==> config.mk <==
export PLATFORM = sky130hd
export DESIGN_NAME = mem_stage_hs
export DESIGN_NICKNAME = d
export VERILOG_FILES = /design/src/rtl/mem_stage_pkg.sv /design/src/rtl/mem_load_align.sv /design/src/rtl/mem_stage_hs.sv
export SDC_FILE = /design/constraint.sdc
export NUM_CORES = 1
export LEC_CHECK = 0
export ABC_AREA = 1
export CAP_MARGIN = 20
export CORE_MARGIN = 10
export CORE_UTILIZATION = 43
export DETAILED_ROUTE_END_ITERATION = 7
export GPL_TIMING_DRIVEN = 0
export PLACE_DENSITY = 0.78
export SLEW_MARGIN = 20
export SYNTH_ARGS = -nofsm -noshare
export SYNTH_HDL_FRONTEND = slang
export SYNTH_SLANG_ARGS = --single-unit
==> constraint.sdc <==
create_clock -name clk -period 6.92 [get_ports clk]
set_input_delay 2.076 -clock clk [delete_from_list [all_inputs] [get_ports clk]]
set_output_delay 2.076 -clock clk [all_outputs]
set_load 0.02 [all_outputs]
==> src/rtl/mem_stage_pkg.sv <==
// Shared encodings for the memory stage: access sizes, writeback sources, FSM states.
// Also holds the alignment rule and access-size decode used by the stage and its bench.
package mem_stage_pkg;

    localparam logic [1:0] SZ_BYTE  = 2'b00;
    localparam logic [1:0] SZ_HALF  = 2'b01;
    localparam logic [1:0] SZ_WORD  = 2'b10;
    localparam logic [1:0] SZ_DWORD = 2'b11;

    localparam logic [1:0] SRC_PC4  = 2'b00;
    localparam logic [1:0] SRC_ALU  = 2'b01;
    localparam logic [1:0] SRC_FPU  = 2'b10;
    localparam logic [1:0] SRC_LOAD = 2'b11;

    typedef enum logic [1:0] {
        ST_IDLE = 2'd0,
        ST_BUSY = 2'd1,
        ST_DONE = 2'd2
    } state_e;

    // Dword is only a legal size on a 64-bit datapath.
    function automatic logic misaligned(input logic [1:0] size, input logic [2:0] addr,
                                        input logic xlen64);
        logic bad;
        case (size)
            SZ_BYTE: bad = 1'b0;
            SZ_HALF: bad = addr[0];
            SZ_WORD: bad = (addr[1:0] != 2'b00);
            default: bad = !xlen64 || (addr != 3'b000);
        endcase
        return bad;
    endfunction

    function automatic int access_bytes(input logic [1:0] size);
        int nb;
        case (size)
            SZ_BYTE: nb = 1;
            SZ_HALF: nb = 2;
            SZ_WORD: nb = 4;
            default: nb = 8;
        endcase
        return nb;
    endfunction

endpackage

==> src/rtl/mem_load_align.sv <==
// Big-endian load lane extraction: shifts the addressed bytes to the top of the word,
// then brings them down with a sign- or zero-filling right shift.
module mem_load_align
    import mem_stage_pkg::*;
#(
    parameter  int XLEN = 32,
    localparam int OFFW = $clog2(XLEN / 8)
) (
    input  logic [XLEN-1:0] rdata,
    input  logic [OFFW-1:0] offset,
    input  logic [1:0]      size,
    input  logic            ext,
    output logic [XLEN-1:0] data
);

    logic [XLEN-1:0]        top_aligned;
    logic signed [XLEN-1:0] top_s;
    logic [6:0]             sh;

    always_comb begin
        // Offset 0 is the most-significant lane, so a left shift drops the leading lanes.
        top_aligned = rdata << {offset, 3'b000};
        top_s       = top_aligned;
        case (size)
            SZ_BYTE: sh = 7'(XLEN - 8);
            SZ_HALF: sh = 7'(XLEN - 16);
            SZ_WORD: sh = 7'(XLEN - 32);
            default: sh = 7'd0;
        endcase
        if (ext) data = top_s >>> sh;
        else     data = top_aligned >> sh;
    end

endmodule

==> src/rtl/mem_stage_hs.sv <==
// Memory pipeline stage: captures one instruction, issues a single data-memory
// request for aligned loads/stores, and presents the writeback slot.
module mem_stage_hs
    import mem_stage_pkg::*;
#(
    parameter  int XLEN = 32,
    parameter  int RA_W = 6,
    localparam int BE_W = XLEN / 8
) (
    input  logic            clk,
    input  logic            reset,
    input  logic            stall,
    input  logic            in_valid,
    input  logic [XLEN-1:0] in_alu,
    input  logic [XLEN-1:0] in_fpu,
    input  logic [XLEN-1:0] in_regb,
    input  logic [XLEN-1:0] in_pc4,
    input  logic [1:0]      in_din_src,
    input  logic            in_reg_we,
    input  logic [RA_W-1:0] in_reg_waddr,
    input  logic            in_mem_re,
    input  logic            in_mem_we,
    input  logic [1:0]      in_mem_size,
    input  logic            in_ext,
    output logic            stall_out,
    output logic            dm_req,
    output logic            dm_we,
    output logic [XLEN-1:0] dm_addr,
    output logic [XLEN-1:0] dm_wdata,
    output logic [BE_W-1:0] dm_be,
    input  logic            dm_ack,
    input  logic [XLEN-1:0] dm_rdata,
    output logic            wb_valid,
    output logic [XLEN-1:0] wb_data,
    output logic            wb_reg_we,
    output logic [RA_W-1:0] wb_reg_waddr,
    output logic            misalign_err
);

    localparam int OFFW = $clog2(BE_W);

    state_e          state_q, state_d;
    logic            valid_q, reg_we_q, mem_re_q, mem_we_q, ext_q, mis_q;
    logic [XLEN-1:0] alu_q, fpu_q, regb_q, pc4_q, ld_q, ld_aligned;
    logic [1:0]      din_src_q, size_q;
    logic [RA_W-1:0] waddr_q;
    logic            load_en, in_mem_op, in_mis;
    logic [BE_W-1:0] be_c;
    logic [XLEN-1:0] wdata_c;

    assign load_en   = !stall_out && !stall;
    assign in_mem_op = in_mem_re || in_mem_we;
    assign in_mis    = in_mem_op && misaligned(in_mem_size, in_alu[2:0], XLEN == 64);

    always_ff @(posedge clk or posedge reset) begin
        if (reset) begin
            valid_q   <= 1'b0;
            alu_q     <= '0;
            fpu_q     <= '0;
            regb_q    <= '0;
            pc4_q     <= '0;
            din_src_q <= '0;
            reg_we_q  <= 1'b0;
            waddr_q   <= '0;
            mem_re_q  <= 1'b0;
            mem_we_q  <= 1'b0;
            size_q    <= '0;
            ext_q     <= 1'b0;
            mis_q     <= 1'b0;
        end else if (load_en) begin
            valid_q   <= in_valid;
            alu_q     <= in_alu;
            fpu_q     <= in_fpu;
            regb_q    <= in_regb;
            pc4_q     <= in_pc4;
            din_src_q <= in_din_src;
            reg_we_q  <= in_reg_we;
            waddr_q   <= in_reg_waddr;
            mem_re_q  <= in_mem_re;
            mem_we_q  <= in_mem_we;
            size_q    <= in_mem_size;
            ext_q     <= in_ext;
            mis_q     <= in_mis;
        end
    end

    always_ff @(posedge clk or posedge reset) begin
        if (reset) state_q <= ST_IDLE;
        else       state_q <= state_d;
    end

    always_ff @(posedge clk or posedge reset) begin
        if (reset)                                          ld_q <= '0;
        else if (state_q == ST_BUSY && dm_ack && mem_re_q) ld_q <= ld_aligned;
    end

    // A capture while in DONE goes straight to BUSY, so back-to-back memory ops see no bubble.
    always_comb begin
        state_d = state_q;
        if (load_en)
            state_d = (in_valid && in_mem_op && !in_mis) ? ST_BUSY : ST_IDLE;
        else if (state_q == ST_BUSY && dm_ack)
            state_d = ST_DONE;
    end

    mem_load_align #(.XLEN(XLEN)) u_align (
        .rdata  (dm_rdata),
        .offset (alu_q[OFFW-1:0]),
        .size   (size_q),
        .ext    (ext_q),
        .data   (ld_aligned)
    );

    // Byte enable j covers data bits [8j+7:8j], i.e. address offset BE_W-1-j.
    always_comb begin
        int nb, off, lane;
        be_c    = '0;
        wdata_c = '0;
        nb      = access_bytes(size_q);
        off     = int'(alu_q[OFFW-1:0]);
        for (int j = 0; j < BE_W; j++) begin
            lane              = BE_W - 1 - j;
            be_c[j]           = (lane >= off) && (lane < off + nb);
            wdata_c[8*j +: 8] = regb_q[8*(j & (nb - 1)) +: 8];
        end
    end

    // Handshake: dm_req stays high with fields frozen from the stage register until a
    // cycle with dm_ack=1 completes it; exactly one such cycle occurs per request.
    always_comb begin
        stall_out    = (state_q == ST_BUSY);
        dm_req       = (state_q == ST_BUSY);
        dm_we        = dm_req && mem_we_q;
        dm_addr      = dm_req ? alu_q : '0;
        dm_be        = dm_req ? be_c : '0;
        dm_wdata     = dm_req ? wdata_c : '0;
        wb_valid     = valid_q && (state_q != ST_BUSY);
        wb_reg_we    = wb_valid && reg_we_q && !mis_q;
        wb_reg_waddr = waddr_q;
        misalign_err = wb_valid && mis_q;
        case (din_src_q)
            SRC_PC4: wb_data = pc4_q;
            SRC_ALU: wb_data = alu_q;
            SRC_FPU: wb_data = fpu_q;
            default: wb_data = ld_q;
        endcase
    end

endmodule

==> flow_summary.yaml, run 1 <==
global_route:
  overflow: 0
  grtUsageMet3: 0.06718
  met1_usage: 0.3349
  busiest_layer: "met2"
  grt_max_degree: 93
  grt_pass1_vias: 9593
  antenna_found_initial: 5
  grt_first_pass_wirelength_um: 56930
  grt_use_total: 0.2592
  grt_use_met2: 0.4144
critical_path:
  cp_top_family: "buffers and inverters"
  slowest_stage: "clkdlybuf4s50_1"
  crit_type: "register to output port"
  crit_path_start_kind: "register"
  worst_setup_path_end_kind: "output port"
  worstPathRequired_ns: 4.84
  rr_startpoint: "state_q[0]$_DFFE_PP0P_"
  cp.arrival_ns: 3.33
  crit_path_start: "size_q[1]$_DFFE_PP0P_"
  cp_num_buf_inv: 5
  crit_chain: "buf_2 -> nor2_4 -> buf_2 -> ha_1 -> inv_1 -> fa_1 -> inv_1 -> nand2_1 -> nand2_1 -> o21ai_0 -> nor2_1 -> clkdlybuf4s50_1"
  max_stage_delay_ns: 0.64
  crit_fanout: 10
clocking:
  h-tree-depth: 4
  cts_buffer_depth: 2
  clk_latency_ns: 0.44
  path_clk_slew_ns: 0.07
  cts_buffers: 17
  clock-sinks: 178
  cts_resized: 0
  clockRootBuffer: "clkbuf_16"
  post_cts.repair.setup_buffers: 0
  hold_buffers: 0
  cts_tree: "done"
pwr:
  totalPowerFinal_mw: 3.694
  p_per_area_mw_per_mm2: 279.2
  ir_drop_uv: 193.1
  leakage_nw: 6.495
synthesis:
  synth_edf_count: 0
  synth-compound-area-share: 0.1255
  ys_warn_count: 0
  syn_nets: 1477
  postSynthCellCount: 1295
  yosys.area_share.simple: 0.2946
  synthesis.area_mm2: 0.009349
  ys_async_sr_fraction: 1.000
  avgSynthCellArea_um2: 7.219
  synthFlopType: "dfrtp_1"
  ys_ff_latch: 178
  synth_cell_types: 34
  synthTopCellsByCount: "nand2_1 (559), dfrtp_1 (178), inv_1 (116)"
  synth_top_area_frac: 0.4764
  synth_top_family_by_area: "simple AND/OR/NAND/NOR gates"
  synthMuxAreaShare: 0
  synthTopCellsByArea: "dfrtp_1 (48%), nand2_1 (22%), inv_1 (4.7%), o21ai_1 (4.6%), nor2_1 (3.2%)"
  synth_most_common_cell: "nand2_1"
  yosysTopAreaCell: "dfrtp_1"
  synth_adder_area_share: 0.004818
  synthXorXnorAreaFrac: 0
  ys_seq_area_frac: 0.4764
timing:
  min_period_ns: 5.409
  max_slew_margin: 0.5168
  worst_slew_pin_slew_ns: 0.7247
  finalSetupViolCount: 0
  setup_ws_ns: 1.511
  timing.fmax_mhz: 184.9
  hold_viol: 0
  whs_ns: 0.4727
  finalSetupTns_ns: 0
  fin_worst_skew_ns: 0.009308
  drv_slew: 0
  post-route-period-util: 0.7816
  grt_setup_unrepaired: "false"
die:
  dieWidth_um: 167.5
  die_h_um: 167.5
  coreArea_mm2: 0.02122
  ios: 291
  start_util: 0.4406
  fp.dieArea_mm2: 0.02804
  placementRows: 53
status:
  status: "finished clean"
finish:
  fin_area_mm2: 0.01323
  seqCellArea_mm2: 0.004454
  area_growth_pct: 41.52
  drive_gt1_frac: 0.07978
  multi_input_area_mm2: 0.003973
  fin_util: 0.6235
  instances_no_fill: 1897
  nets: 1787
  n_fill_cell: 1941
detailed_routing:
  first_iter_violations: 1018
  drc: 0
  ant_nets: 0
  wl_um: 37790
  num_vias: 9779
  first_pass_iters: 7
  routed_via_density: 5.155
  detail_route.wl_per_cell_um: 19.92
run:
  drv_cap: 0
placed_design:
  dpl_cell_area_mm2: 0.01263
  routabilityCongestion: 0.9565
  port_buffers: 290
  dp.cells: 1861
  dp_slack_ns: 1.966
  dp_hpwl_um: 29400
hold_path:
  hp-class: "register to register"
  hp-start: "pc4_q[21]$_DFFE_PP0P_"
## flip-flops by register name (all words and copies together) (netlist names), 2 cells and up
signal and flops:
alu_q 32, din_src_q 2, fpu_q 32, ld_q 32, pc4_q 32, regb_q 32
size_q 2, state_q 2, wb_reg_waddr 6
## cells by family after synthesis
logic type	count (synthesis)
fa+ha+maj	3
buf+inv	203
simple gates	696
flops	178
compound gates	215
## metal layers
metal  vias to the layer above  share of wire
met3                        59          0.082
met1                      4627           0.42
met5                         -        0.00034
li1                       4647              -
met4                         2          0.026
met2                       444           0.47
## layout make-up
class / instances / share of cell area
antenna: 5 / 0.0009457
buffer: 77 / 0.03357
sequential: 178 / 0.3367
tap: 275 / 0.02601
inverter: 126 / 0.03669
timing repair buffer: 291 / 0.2215
clock inverter: 13 / 0.01116
clock buffer: 18 / 0.03319
multi-input combinational: 914 / 0.3003
## tightest hold or removal path: cells and delay by family (launching register included)
kind | cells | cell delay (ns)
DFF | 1 | 0.34
and+or+nand+nor | 2 | 0.10
## worst paths after layout
check,endpoint,slack (ns),cells after the start
min in group asynchronous,alu_q[10]$_DFFE_PP0P_,2.10,2
min,pc4_q[21]$_DFFE_PP0P_,0.47,2
max in group asynchronous,ld_q[24]$_DFFE_PP0P_,3.95,3
min reg2reg,pc4_q[21]$_DFFE_PP0P_,0.47,2
max,dm_be[1],1.51,12
max reg2reg,alu_q[31]$_DFFE_PP0P_,5.13,7
## layout by cell type, fill, tap and decap left out, types with 5 or more instances in the layout
| cell | instances |
|---|---|
| nand2_1 | 559 |
| clkdlybuf4s50_1 | 290 |
| dfrtp_1 | 178 |
| inv_1 | 115 |
| o21ai_1 | 86 |
| nor2_1 | 79 |
| a21oi_1 | 45 |
| o21ai_0 | 43 |
| buf_2 | 40 |
| nand3_1 | 33 |
| clkbuf_16 | 17 |
| clkbuf_1 | 15 |
| o22ai_1 | 15 |
| buf_4 | 13 |
| o211ai_1 | 11 |
| inv_2 | 9 |
| buf_6 | 6 |
| a21oi_2 | 6 |
| o2111ai_1 | 6 |
| diode_2 | 5 |
| or2_2 | 5 |
| inv_8 | 5 |
## where the power goes
part | switching [mW] | leakage (nW) | internal, mW
combinational | 0.824 | 4.04 | 0.526
sequential | 0.102 | 2.18 | 1.26
clock | 0.462 | 0.276 | 0.519
Power figures use the tool's default switching activity.
==> inputs of run 2 (changes only) <==
Settings changed: CORE_UTILIZATION 43 to 47, PLACE_DENSITY 0.78 to 0.81.
Clock period 6.92 ns to 5.5 ns, I/O delays scaled along.
==> run 2 against run 1 <==
Sequential share of layout area decreased by 0.16 points. Worst hold slack got worse by 0.0014 ns. Critical path type unchanged. Via count is 1.4% higher. Core utilization up 5.7 points. Clock power is 21% higher. Power up 25%. Highest routed layer is now met4. Flip-flop and latch count did not move. Final area up 0.46%. Register-to-register slack got worse by 1.4 ns. Cell count shrank 0.26%. Clock skew rose by 0.0013 ns.
==> flow_summary.yaml, run 2 (synthesized netlist as in run 1, its figures left out) <==
status:
  status: "finished clean"
pwr:
  p_seq_frac: 0.373
  switching_share: 0.3748
  p_per_area_mw_per_mm2: 347.4
  p_comb_frac: 0.370
  p_sw_mw: 1.731
  power_frac_clock: 0.257
  leakage_nw: 6.538
  ir_drop_uv: 221.5
  internal_power_mw: 2.887
placed_design:
  port_buffers: 290
  dp_hpwl_um: 29220
  dpl_cell_area_mm2: 0.01272
  routabilityCongestion: 0.9492
die:
  coreArea_mm2: 0.01953
  die_h_um: 161.0
  placementRows: 51
  dieWidth_um: 161.0
  start_util: 0.4788
  fp.dieArea_mm2: 0.02593
  ios: 291
clocking:
  hold_buffers: 0
  post_cts.repair.setup_buffers: 0
  clk_latency_ns: 0.44
  clockRootBuffer: "clkbuf_16"
  cts_buffer_depth: 2
  h-tree-depth: 4
  path_clk_slew_ns: 0.07
  cts_resized: 0
  clock-sinks: 178
  cts_tree: "done"
  cts_buffers: 17
global_route:
  antenna_found_initial: 5
  met1_usage: 0.3618
  overflow: 0
  grt_pass1_vias: 9823
  grt_use_met2: 0.4391
  grt_max_degree: 33
  busiest_layer: "met2"
  grtUsageMet3: 0.06609
  grt_use_total: 0.2789
  grt_first_pass_wirelength_um: 56440
critical_path:
  crit_fanout: 10
  crit_type: "register to output port"
  worst_r2r_path_depth: 7
  cp_num_buf_inv: 5
  max_stage_delay_ns: 0.61
  worstPathRequired_ns: 3.85
  cp_num_cells: 12
  cp.arrival_ns: 3.29
  worst_setup_path_end_kind: "output port"
  slowest_stage: "clkdlybuf4s50_1"
  r2r-end: "ld_q[5]$_DFFE_PP0P_"
  crit_path_start_kind: "register"
  crit_chain: "buf_2 -> nor2_4 -> buf_2 -> ha_1 -> inv_1 -> fa_1 -> inv_1 -> nand2_1 -> nand2_1 -> o21ai_0 -> nor2_1 -> clkdlybuf4s50_1"
  crit_path_start: "size_q[1]$_DFFE_PP0P_"
  crit_end: "dm_be[1]"
  r2r_setup_slack_ns: 3.77
  rr_startpoint: "state_q[1]$_DFFE_PP0P_"
  cp_top_family: "buffers and inverters"
timing:
  fin_worst_skew_ns: 0.01062
  max_slew_margin: 0.5553
  finalSetupViolCount: 0
  timing.fmax_mhz: 202.5
  whs_ns: 0.4713
  min_period_ns: 4.938
  worst_slew_pin_slew_ns: 0.6670
  drv_slew: 0
  grt_setup_unrepaired: "false"
  post-route-period-util: 0.8977
  hold_viol: 0
  finalSetupTns_ns: 0
run:
  drv_cap: 0
finish:
  nets: 1792
  n_fill_cell: 1680
  fin_area_mm2: 0.01329
  drive_gt1_frac: 0.08200
  area_growth_pct: 42.17
  final_cell_mix: "nand2_1 (559), clkdlybuf4s50_1 (290), dfrtp_1 (178)"
  final_common_cell: "nand2_1"
  fin_util: 0.6807
detailed_routing:
  wl_um: 37040
  first_pass_iters: 5
  detail_route.wl_per_cell_um: 19.57
  first_iter_violations: 926
  drc: 0
  routed_via_density: 5.243
  num_vias: 9919
  ant_nets: 0
hold_path:
  hp-class: "register to register"
[run 2: metal layers]
layer  vias to the layer above  wire [um]
met5                         -          0
met4                         0       1206
met3                        85       3080
met2                       512      17310
met1                      4652      15440
li1                       4670          -
[run 2: per-stage QoR]
step	instances	power [mW]	setup slack, ns
2_1_floorplan	1295	2.671	1.569
3_3_place_gp	1850	3.378	0.1078
3_5_place_dp	1856	3.429	1.010
4_1_cts	1887	4.603	0.5411
5_1_grt	1892	4.844	0.4825
6_report	1892	4.617	0.5625
[run 2: how the worst min path moves through the flow]
stage,slack [ns],from,to,cells after the start
after CTS,0.48,fpu_q[30]$_DFFE_PP0P_,fpu_q[30]$_DFFE_PP0P_,2
after global placement,0.45,regb_q[22]$_DFFE_PP0P_,regb_q[22]$_DFFE_PP0P_,2
after floorplan,0.44,regb_q[17]$_DFFE_PP0P_,regb_q[17]$_DFFE_PP0P_,2
after detailed placement,0.46,pc4_q[15]$_DFFE_PP0P_,pc4_q[15]$_DFFE_PP0P_,2
final,0.47,regb_q[16]$_DFFE_PP0P_,regb_q[16]$_DFFE_PP0P_,2
after global routing,0.49,pc4_q[8]$_DFFE_PP0P_,pc4_q[8]$_DFFE_PP0P_,2
[run 2: worst register-to-register path: cells and delay by family, from the launching register on]
family,cells,cell delay (ns)
buffers and inverters,3,0.49
AO/OA/AOI/OAI,1,0.21
flip-flops,1,0.40
AND/OR/NAND/NOR,3,0.52
[run 2: power groups by stage]
stage | registers, mW | logic (mW) | clock network, mW
floorplan | 1.71 | 0.964 | 0
global placement | 1.73 | 1.65 | 0
detailed placement | 1.74 | 1.69 | 0
CTS | 1.72 | 1.70 | 1.19
global route | 1.75 | 1.86 | 1.24
finish | 1.72 | 1.71 | 1.19
[run 2: layout make-up]
type	count	area (um2)	share of cell area
Tap cell	265	331.6	0.02495
Multi-Input combinational cell	914	3973	0.2989
Buffer	77	444.2	0.03342
Clock buffer	18	429.2	0.03229
Sequential cell	178	4454	0.3351
Antenna cell	5	12.51	0.0009414
Clock inverter	13	127.6	0.009602
Timing Repair Buffer	296	3038	0.2286
Inverter	126	481.7	0.03624
==> inputs of run 3 (changes only) <==
Settings changed: CORE_MARGIN 10 to 3, RECOVER_POWER set to 100.
==> run 3 against run 2 <==
The run now ends with max-capacitance violations, max-slew violations left. Count of clock-buffer cells in the layout did not move. Power fell by 0.66%. Critical path depth fell by 3. Final area fell by 0.70%. Flip-flop and latch count did not move. Combinational power fell by 5%. Sequential power barely moved. Clock power rose by 3%. Setup slack got worse by 0.19 ns. Highest routed layer unchanged. Clock skew rose by 0.0021 ns. Die area fell by 17%. Register-to-register slack got worse by 0.87 ns.
==> flow_summary.yaml, run 3 (synthesized netlist as in run 1, its figures left out) <==
timing:
  grt_setup_unrepaired: "false"
  finalSetupViolCount: 0
  worst_slew_pin_slew_ns: 1.887
  hold_viol: 0
  min_period_ns: 5.130
  finalSetupTns_ns: 0
  drv_slew: 65
  post-route-period-util: 0.9328
  max_slew_margin: -0.2583
  fin_worst_skew_ns: 0.01269
  timing.fmax_mhz: 194.9
clocking:
  hold_buffers: 0
  clk_latency_ns: 0.44
  clockRootBuffer: "clkbuf_16"
  cts_tree: "done"
  path_clk_slew_ns: 0.07
  cts_buffers: 17
  post_cts.repair.setup_buffers: 0
  cts_resized: 0
  clock-sinks: 178
  cts_buffer_depth: 2
  h-tree-depth: 4
hold_path:
  hp-class: "register to register"
pwr:
  leakage_nw: 6.705
  totalPowerFinal_mw: 4.587
  ir_drop_uv: 235.3
  p_per_area_mw_per_mm2: 347.5
finish:
  final_cell_mix: "nand2_1 (559), clkdlybuf4s50_1 (186), dfrtp_1 (178)"
  final_common_cell: "nand2_1"
  num_antenna_cells: 0
  area_growth_pct: 41.18
  fin_area_mm2: 0.01320
  drive_gt1_frac: 0.06104
  instances_no_fill: 1882
  fin_util: 0.6895
  nets: 1791
placed_design:
  dp_hpwl_um: 26860
  dpl_cell_area_mm2: 0.01268
  port_buffers: 290
  dp.cells: 1850
  routabilityCongestion: 0.9455
detailed_routing:
  drc: 0
  routed_via_density: 5.218
  first_pass_iters: 5
  detail_route.wl_per_cell_um: 18.40
  wl_um: 34640
  ant_nets: 0
  num_vias: 9821
  first_iter_violations: 959
die:
  placementRows: 50
  start_util: 0.4884
  dieWidth_um: 147.0
  die_h_um: 147.0
  ios: 291
  fp.dieArea_mm2: 0.02162
  coreArea_mm2: 0.01914
critical_path:
  crit_fanout: 10
  cp.arrival_ns: 3.48
  worst_setup_path_end_kind: "output port"
  crit_path_start_kind: "register"
  worstPathRequired_ns: 3.85
  crit_type: "register to output port"
global_route:
  grt_use_total: 0.3200
  overflow: 0
  grt_pass1_vias: 9696
  grt_first_pass_wirelength_um: 53840
  antenna_found_initial: 0
  grt_max_degree: 35
run:
  drv_cap: 2
status:
  failed_checks: "max-capacitance violations, max-slew violations"
  status: "finished with violations"
## run 3: changes by cell type in the layout (fill, tap and decap cells not counted), sizes merged
| cell | delta |
|---|---|
| dlygate4sd3 | +104 |
| clkdlybuf4s50 | -104 |
| buf | -32 |
| clkinvlp | -1 |
| clkbuf | +31 |
| diode | -5 |
| inv | +3 |
| clkinv | -1 |
## run 3: final timing paths
check | start | end | slack (ns) | cells past startpoint
worst max-delay path | alu_q[1]$_DFFE_PP0P_ | dm_be[1] | 0.37 | 9
worst min-delay path | pc4_q[20]$_DFFE_PP0P_ | pc4_q[20]$_DFFE_PP0P_ | 0.47 | 2
worst max register to register | state_q[0]$_DFFE_PP0P_ | alu_q[0]$_DFFE_PP0P_ | 2.90 | 7
worst min register to register | pc4_q[20]$_DFFE_PP0P_ | pc4_q[20]$_DFFE_PP0P_ | 0.47 | 2
max in group asynchronous | reset | ld_q[12]$_DFFE_PP0P_ | 1.25 | 5
min in group asynchronous | reset | regb_q[25]$_DFFE_PP0P_ | 1.88 | 2
## run 3: power by group
part / internal [mW] / switching (mW)
combinational: 0.609 / 1.02
sequential: 1.59 / 0.134
clock: 0.661 / 0.573
total: 2.86 / 1.73
## run 3: through the flow
stage / hold WS [ns] / setup WS (ns)
5_1_grt: 0.4878 / 0.2756
6_report: 0.4743 / 0.3699
2_1_floorplan: 0.4366 / 1.569
4_1_cts: 0.4757 / 0.5244
3_3_place_gp: 0.4519 / 0.1297
3_5_place_dp: 0.4588 / 1.034
## run 3: area by class of cell
class,instances,area [um2]
Sequential cell,178,4454
Multi-Input combinational cell,914,3961
Inverter,126,479.2
Clock inverter,14,162.7
Clock buffer,18,439.2
Buffer,77,406.6
Tap cell,260,325.3
Fill cell,1610,5944
Timing Repair Buffer,295,2970
## run 3: critical path: stages, from the launching register on
cell           delay (ns)
dfrtp_1              0.48
inv_2                0.18
clkbuf_1             0.62
fa_1                 0.52
inv_1                0.09
nand2_1              0.06
nand2_1              0.09
o21ai_0              0.13
nor2_1               0.16
dlygate4sd3_1        0.70
## run 3: layer usage
layer / wire length (um) / vias up / GRT usage
met5: 0 / - / 0
met4: 1078 / 0 / 0.1086
met3: 2815 / 75 / 0.06416
met2: 16130 / 473 / 0.5156
met1: 14610 / 4618 / 0.4362
li1: - / 4655 / -
